**src/rtl/recon_cordic_engine.sv**
```systemverilog
// Iterative reconfigurable CORDIC: linear MAC, linear divide, hyperbolic and
// circular rotation, one micro-rotation per clock, valid/ready on both sides.
module recon_cordic_engine #(
  parameter int WIDTH = 15,
  parameter int FRAC  = 10,
  parameter int ITER  = 12,
  parameter int GUARD = 2
) (
  input  logic             clk,
  input  logic             ext_reset_n,
  input  logic [1:0]       sel,
  input  logic [WIDTH:0]   Xo,
  input  logic [WIDTH:0]   Yo,
  input  logic [WIDTH:0]   Zo,
  input  logic             in_valid,
  output logic             in_ready,
  output logic [WIDTH:0]   x,
  output logic [WIDTH:0]   y,
  output logic [WIDTH:0]   z,
  output logic             out_valid,
  input  logic             out_ready,
  output logic             ovf
);

  localparam int DW = WIDTH + 1 + GUARD;
  localparam logic [4:0] LIN_LAST = 5'(ITER - 1);
  localparam logic [4:0] HYP_LAST = 5'(ITER);

  typedef enum logic [1:0] {IDLE, RUN, DONE} state_t;
  state_t state, state_nx;

  logic [1:0] rst_sync;
  logic       rst_n;

  logic signed [DW-1:0] xr, yr, zr;
  logic signed [DW-1:0] xs, ys, ei, xn, yn, zn;
  logic [1:0]           mode;
  logic [4:0]           iter;
  logic                 rep, d_pos, hold_i, last, accept;
  logic [WIDTH+1:0]     sx, sy, sz;

  // atan / atanh(2^-i) at 16 fractional bits; both round to 2^(16-i) from i=6 up
  function automatic logic [16:0] rot_tab(input logic hyp, input logic [4:0] i);
    logic [16:0] tab;
    tab = 17'd65536 >> i;
    case (i)
      5'd0: tab = hyp ? 17'd0     : 17'd51472;
      5'd1: tab = hyp ? 17'd35999 : 17'd30386;
      5'd2: tab = hyp ? 17'd16739 : 17'd16055;
      5'd3: tab = hyp ? 17'd8235  : 17'd8150;
      5'd4: tab = hyp ? 17'd4101  : 17'd4091;
      5'd5: tab = hyp ? 17'd2049  : 17'd2047;
      default: ;
    endcase
    return tab;
  endfunction

  function automatic logic signed [DW-1:0] step_angle(input logic [1:0] m, input logic [4:0] i);
    logic [31:0] t;
    if (m[1]) t = {15'd0, rot_tab(~m[0], i)} >> (16 - FRAC);
    else      t = (32'd1 << FRAC) >> i;
    return $signed(DW'(t));
  endfunction

  // Returns {clamped, value}: clamps to the [WIDTH:0] two's complement range
  function automatic logic [WIDTH+1:0] sat(input logic signed [DW-1:0] v);
    if (v[DW-1:WIDTH] == {(GUARD+1){v[DW-1]}}) return {1'b0, v[WIDTH:0]};
    else                                      return {1'b1, v[DW-1], {WIDTH{~v[DW-1]}}};
  endfunction

  always_ff @(posedge clk or negedge ext_reset_n)
    if (!ext_reset_n) rst_sync <= 2'b00;
    else              rst_sync <= {rst_sync[0], 1'b1};
  assign rst_n = rst_sync[1];

  assign in_ready  = (state == IDLE) | ((state == DONE) & out_ready);
  assign accept    = in_valid & in_ready;
  assign out_valid = (state == DONE);

  always_comb begin
    xs     = xr >>> iter;
    ys     = yr >>> iter;
    ei     = step_angle(mode, iter);
    // vectoring drives y toward zero; rotation drives z toward zero
    d_pos  = (mode == 2'b01) ? (xr[DW-1] ^ yr[DW-1]) : ~zr[DW-1];
    yn     = d_pos ? yr + xs : yr - xs;
    zn     = d_pos ? zr - ei : zr + ei;
    case (mode)
      2'b11:   xn = d_pos ? xr - ys : xr + ys;
      2'b10:   xn = d_pos ? xr + ys : xr - ys;
      default: xn = xr;
    endcase
    hold_i = (mode == 2'b10) && ((iter == 5'd4) || (iter == 5'd13)) && !rep;
    last   = (mode == 2'b10) ? ((iter == HYP_LAST) && !hold_i) : (iter == LIN_LAST);
    sx     = sat(xn);
    sy     = sat(yn);
    sz     = sat(zn);
  end

  always_comb begin
    state_nx = state;
    case (state)
      IDLE:    if (in_valid) state_nx = RUN;
      RUN:     if (last) state_nx = DONE;
      DONE:    if (out_ready) state_nx = in_valid ? RUN : IDLE;
      default: state_nx = IDLE;
    endcase
  end

  always_ff @(posedge clk or negedge rst_n)
    if (!rst_n) begin
      state <= IDLE;
      iter  <= 5'd0;
      rep   <= 1'b0;
      x     <= '0;
      y     <= '0;
      z     <= '0;
      ovf   <= 1'b0;
    end else begin
      state <= state_nx;
      if (accept) begin
        iter <= (sel == 2'b10) ? 5'd1 : 5'd0;
        rep  <= 1'b0;
      end else if (state == RUN) begin
        if (hold_i) rep <= 1'b1;
        else begin
          iter <= iter + 5'd1;
          rep  <= 1'b0;
        end
      end
      if ((state == RUN) && last) begin
        x   <= sx[WIDTH:0];
        y   <= sy[WIDTH:0];
        z   <= sz[WIDTH:0];
        ovf <= sx[WIDTH+1] | sy[WIDTH+1] | sz[WIDTH+1];
      end
    end

  always_ff @(posedge clk)
    if (accept) begin
      xr   <= {{GUARD{Xo[WIDTH]}}, Xo};
      yr   <= {{GUARD{Yo[WIDTH]}}, Yo};
      zr   <= {{GUARD{Zo[WIDTH]}}, Zo};
      mode <= sel;
    end else if (state == RUN) begin
      xr <= xn;
      yr <= yn;
      zr <= zn;
    end

endmodule

```
**config.mk**
```make
export PLATFORM = sky130hd
export DESIGN_NAME = recon_cordic_engine
export DESIGN_NICKNAME = d
export VERILOG_FILES = /design/src/rtl/recon_cordic_engine.sv
export SDC_FILE = /design/constraint.sdc
export NUM_CORES = 1
export LEC_CHECK = 0
export CORE_MARGIN = 2
export CORE_UTILIZATION = 38
export CTS_CLUSTER_DIAMETER = 60
export DETAILED_ROUTE_END_ITERATION = 12
export GPL_ROUTABILITY_DRIVEN = 0
export HOLD_SLACK_MARGIN = 0.15
export SLEW_MARGIN = 20
export SYNTH_ARGS = -nofsm -noshare
export SYNTH_HDL_FRONTEND = slang
export SYNTH_SLANG_ARGS = --single-unit
```
**constraint.sdc**
```tcl
create_clock -name clk -period 2.05 [get_ports clk]
set_input_delay 0.205 -clock clk [delete_from_list [all_inputs] [get_ports clk]]
set_output_delay 0.205 -clock clk [all_outputs]
set_load 0.01 [all_outputs]
```
==> flow_metrics.env <==
export IMPL_multi_input_area_sq_um=8800
export IMPL_end_kind="flip-flop"
export IMPL_r2r_cells=22
export IMPL_fin_crit_sh_pct=247
export IMPL_syn2layout_area_growth_pct=62.5
export IMPL_synthFlopType="dfrtp_1"
export IMPL_cts_root_buf="clkbuf_16"
export IMPL_dp_hpwl_mm=30.5
export IMPL_r2r_end="ovf$_DFFE_PN0P_"
export IMPL_netlist_area_sq_um=11300
export IMPL_rows=63
export IMPL_grt_pass1_wl_mm=64.2
export IMPL_ys_async_sr_fraction_pct=51.3
export IMPL_drc=0
export IMPL_firstDrtPassIters=5
export IMPL_grt_max_degree=58
export IMPL_outcome="complete, but fails checks"
export IMPL_io_pins=105
export IMPL_wl_per_cell_microns=18.1
export IMPL_final_nets=2029
export IMPL_finClkSkew_ns=0.0102
export IMPL_grt_pass1_vias=12200
export IMPL_max_slew_worst_pin_slew_ns=0.618
export IMPL_final_cell_mix="buf_4, nand2_1, nor2_1"
export IMPL_rsz0062_at_grt="yes"
export IMPL_grt_ovfl_total=0
export IMPL_synth_distinct_cells=92
export IMPL_crit_arrival_ns=5.38
export IMPL_die_y_microns=177
export IMPL_timing_fmax_mhz=197
export IMPL_finalMaxSlewViolations=0
export IMPL_cts_reportedPaths_clkPinSlew_ns=0.06
export IMPL_cp_max_fo=5
export IMPL_critPathKind="flip-flop to flip-flop"
export IMPL_fillCellCount=2491
export IMPL_drive_above_1_share_pct=41.7
export IMPL_cts_htree_levels=4
export IMPL_cts_buffer_depth=2
export IMPL_r2r_start="iter[0]$_DFFE_PN0P_"
export IMPL_cts_made_buffers=17
export IMPL_drt_total_wl_mm=41.6
export IMPL_layout_commonest_cell="buf_4"
export IMPL_portBuffers=104
export IMPL_synth_seq_cells=115
export IMPL_yosys_warnings=0
export IMPL_period_needed_ns=5.07
export IMPL_synth_edf_count=56
export IMPL_dp_slack_ns=-3.10
export IMPL_fp_dieW_microns=177
export IMPL_hold_path_class="flip-flop to asynchronous set/reset pin"
export IMPL_crit_end="ovf$_DFFE_PN0P_"
export IMPL_cp_required_ns=2.36
export IMPL_startpoint="iter[0]$_DFFE_PN0P_"
export IMPL_via_per_inst=5.46
export IMPL_start_util_pct=38.4
export IMPL_die_area_sq_um=31200
export IMPL_vias=12500
export IMPL_drtIter0Drc=923
export IMPL_avgSynthCellArea_sq_um=8.35
export IMPL_yosysTopAreaCellShare_pct=14.9
export IMPL_numClockSinks=115
export IMPL_regToRegSetupSlack_ns=-3.02
export IMPL_slew_headroom_pct=58.3
export IMPL_antenna_cells=0
export IMPL_seq_area_frac_synth_pct=27.9
export IMPL_core_area_sq_um=29500
export IMPL_setup_ws_ns=-3.02
export IMPL_yosys_area_top_type="edfxtp_1"
export IMPL_startpoint_type="flip-flop"
export IMPL_detail_route_antenna_nets=0
export IMPL_setup_viol=109
export IMPL_postSynthCellCount=1355
export IMPL_cts_tree="done"
export IMPL_grt_util_all_layers_pct=26.2
export IMPL_maxCapViolations=0
export IMPL_antenna_found_initial=0
export IMPL_report_final_hold_viol_count=0
export IMPL_violations="negative setup slack"
export IMPL_clk_latency_ns=0.44
export IMPL_synth_area_leaders="edfxtp_1, dfrtp_1, ha_1, nand2_1, nor2_1"
export IMPL_register_area_sq_um=3160
export IMPL_synth_nets=1489
## synth_stat cells, types with 5 or more instances
library cell / n
o22a_1: 31
edfxtp_1: 56
and2_1: 19
nor3_1: 31
nor2b_1: 17
or2_2: 8
o211ai_1: 11
o31ai_1: 8
buf_6: 5
nand3_1: 13
a31o_2: 5
a21oi_1: 102
buf_1: 8
a211o_1: 7
nand4_1: 10
a21o_1: 29
nand2_1: 163
nor2_1: 150
nor4_1: 7
dfrtp_1: 59
o21ai_0: 96
and3_1: 7
o21a_1: 14
xnor2_1: 39
a211oi_1: 27
inv_1: 51
o22ai_1: 6
o21bai_1: 7
mux2i_1: 43
a221oi_1: 5
mux2_2: 14
ha_1: 76
xor2_1: 29
a31oi_1: 14
or3_1: 10
nand2b_1: 20
mux4_2: 15
buf_4: 5
clkbuf_1: 52
buf_2: 8
## layout make-up
| type | count | share of cell area [%] |
|---|---|---|
| Inverter | 54 | 1.14 |
| Clock inverter | 15 | 1.03 |
| Multi-Input combinational cell | 1108 | 47.9 |
| Timing Repair Buffer | 599 | 27.8 |
| Clock buffer | 17 | 2.31 |
| Sequential cell | 115 | 17.2 |
| Tap cell | 390 | 2.65 |
## cell families after synthesis
logic type	share of synthesized area, %
simple gates	19.3
compound gates	24.8
buf+inv	4.97
flops	27.9
fa+ha+maj	9.11
mux	8.18
xor+xnor	5.73
other cells	0.0331
## worst max-delay path, cell delays in order (launching register included)
cell     delay (ns)
dfrtp_2        0.42
buf_6          0.13
buf_6          0.11
mux4_2         0.56
mux4_2         0.54
o21ai_2        0.19
and2_4         0.20
buf_6          0.10
a41oi_4        0.11
nor2_2         0.13
xor2_1         0.18
ha_1           0.27
a21o_1         0.18
a21o_1         0.15
a21o_1         0.20
o41ai_4        0.28
buf_4          0.20
xor2_2         0.08
o22a_1         0.20
o221a_4        0.28
buf_4          0.15
nor2_4         0.17
a31oi_1        0.10
## registers in the layout (all words and copies together), names as in the netlist
signal    count
state         2
xr           18
rep           1
z            16
yr           18
zr           18
x            16
rst_sync      2
mode          2
iter          5
ovf           1
y            16
## worst min-delay path by stage
stage | start | end | slack, ns
after detailed placement | rst_sync[1]$_DFF_PN0_ | z[2]$_DFFE_PN0P_ | 0.29
final | rst_sync[1]$_DFF_PN0_ | z[0]$_DFFE_PN0P_ | 0.27
after floorplan | ext_reset_n | rst_sync[0]$_DFF_PN0_ | -0.09
after CTS | rst_sync[1]$_DFF_PN0_ | z[2]$_DFFE_PN0P_ | 0.30
after global placement | rst_sync[1]$_DFF_PN0_ | z[0]$_DFFE_PN0P_ | 0.28
after global routing | rst_sync[1]$_DFF_PN0_ | z[2]$_DFFE_PN0P_ | 0.30
## metal layers
layer,vias to the layer above,wire (microns),global-route usage (%)
met1,6077,18100,34.9
met2,373,19900,42.4
met4,0,1240,9.37
li1,6012,-,-
met3,87,2390,4.74
met5,-,0,0
## what timing repair did
action,in CTS,in global routing
hold endpoints to repair,2,0
cloned,2,1
hold buffers,1,0
setup buffers,51,31
resized for setup,150,119
pin swaps,50,74
setup endpoints to repair,111,111
## per-stage QoR
stage	utilization (%)	cells	TNS (ns)	instance area (sq um)	hold slack (ns)
3_3_place_gp	54.3	2186	-250.14	16000	0.285
5_1_grt	62.4	2298	-266.50	18400	0.298
4_1_cts	59.8	2269	-242.65	17600	0.299
6_report	62.4	2298	-248.80	18400	0.266
2_1_floorplan	-	1355	-218.72	11700	-0.0906
3_5_place_dp	54.3	2186	-256.55	16000	0.294
Power is left out: the tool's default activity adds up to more than one toggle a clock period on the data nets, which glitch-free logic cannot reach.
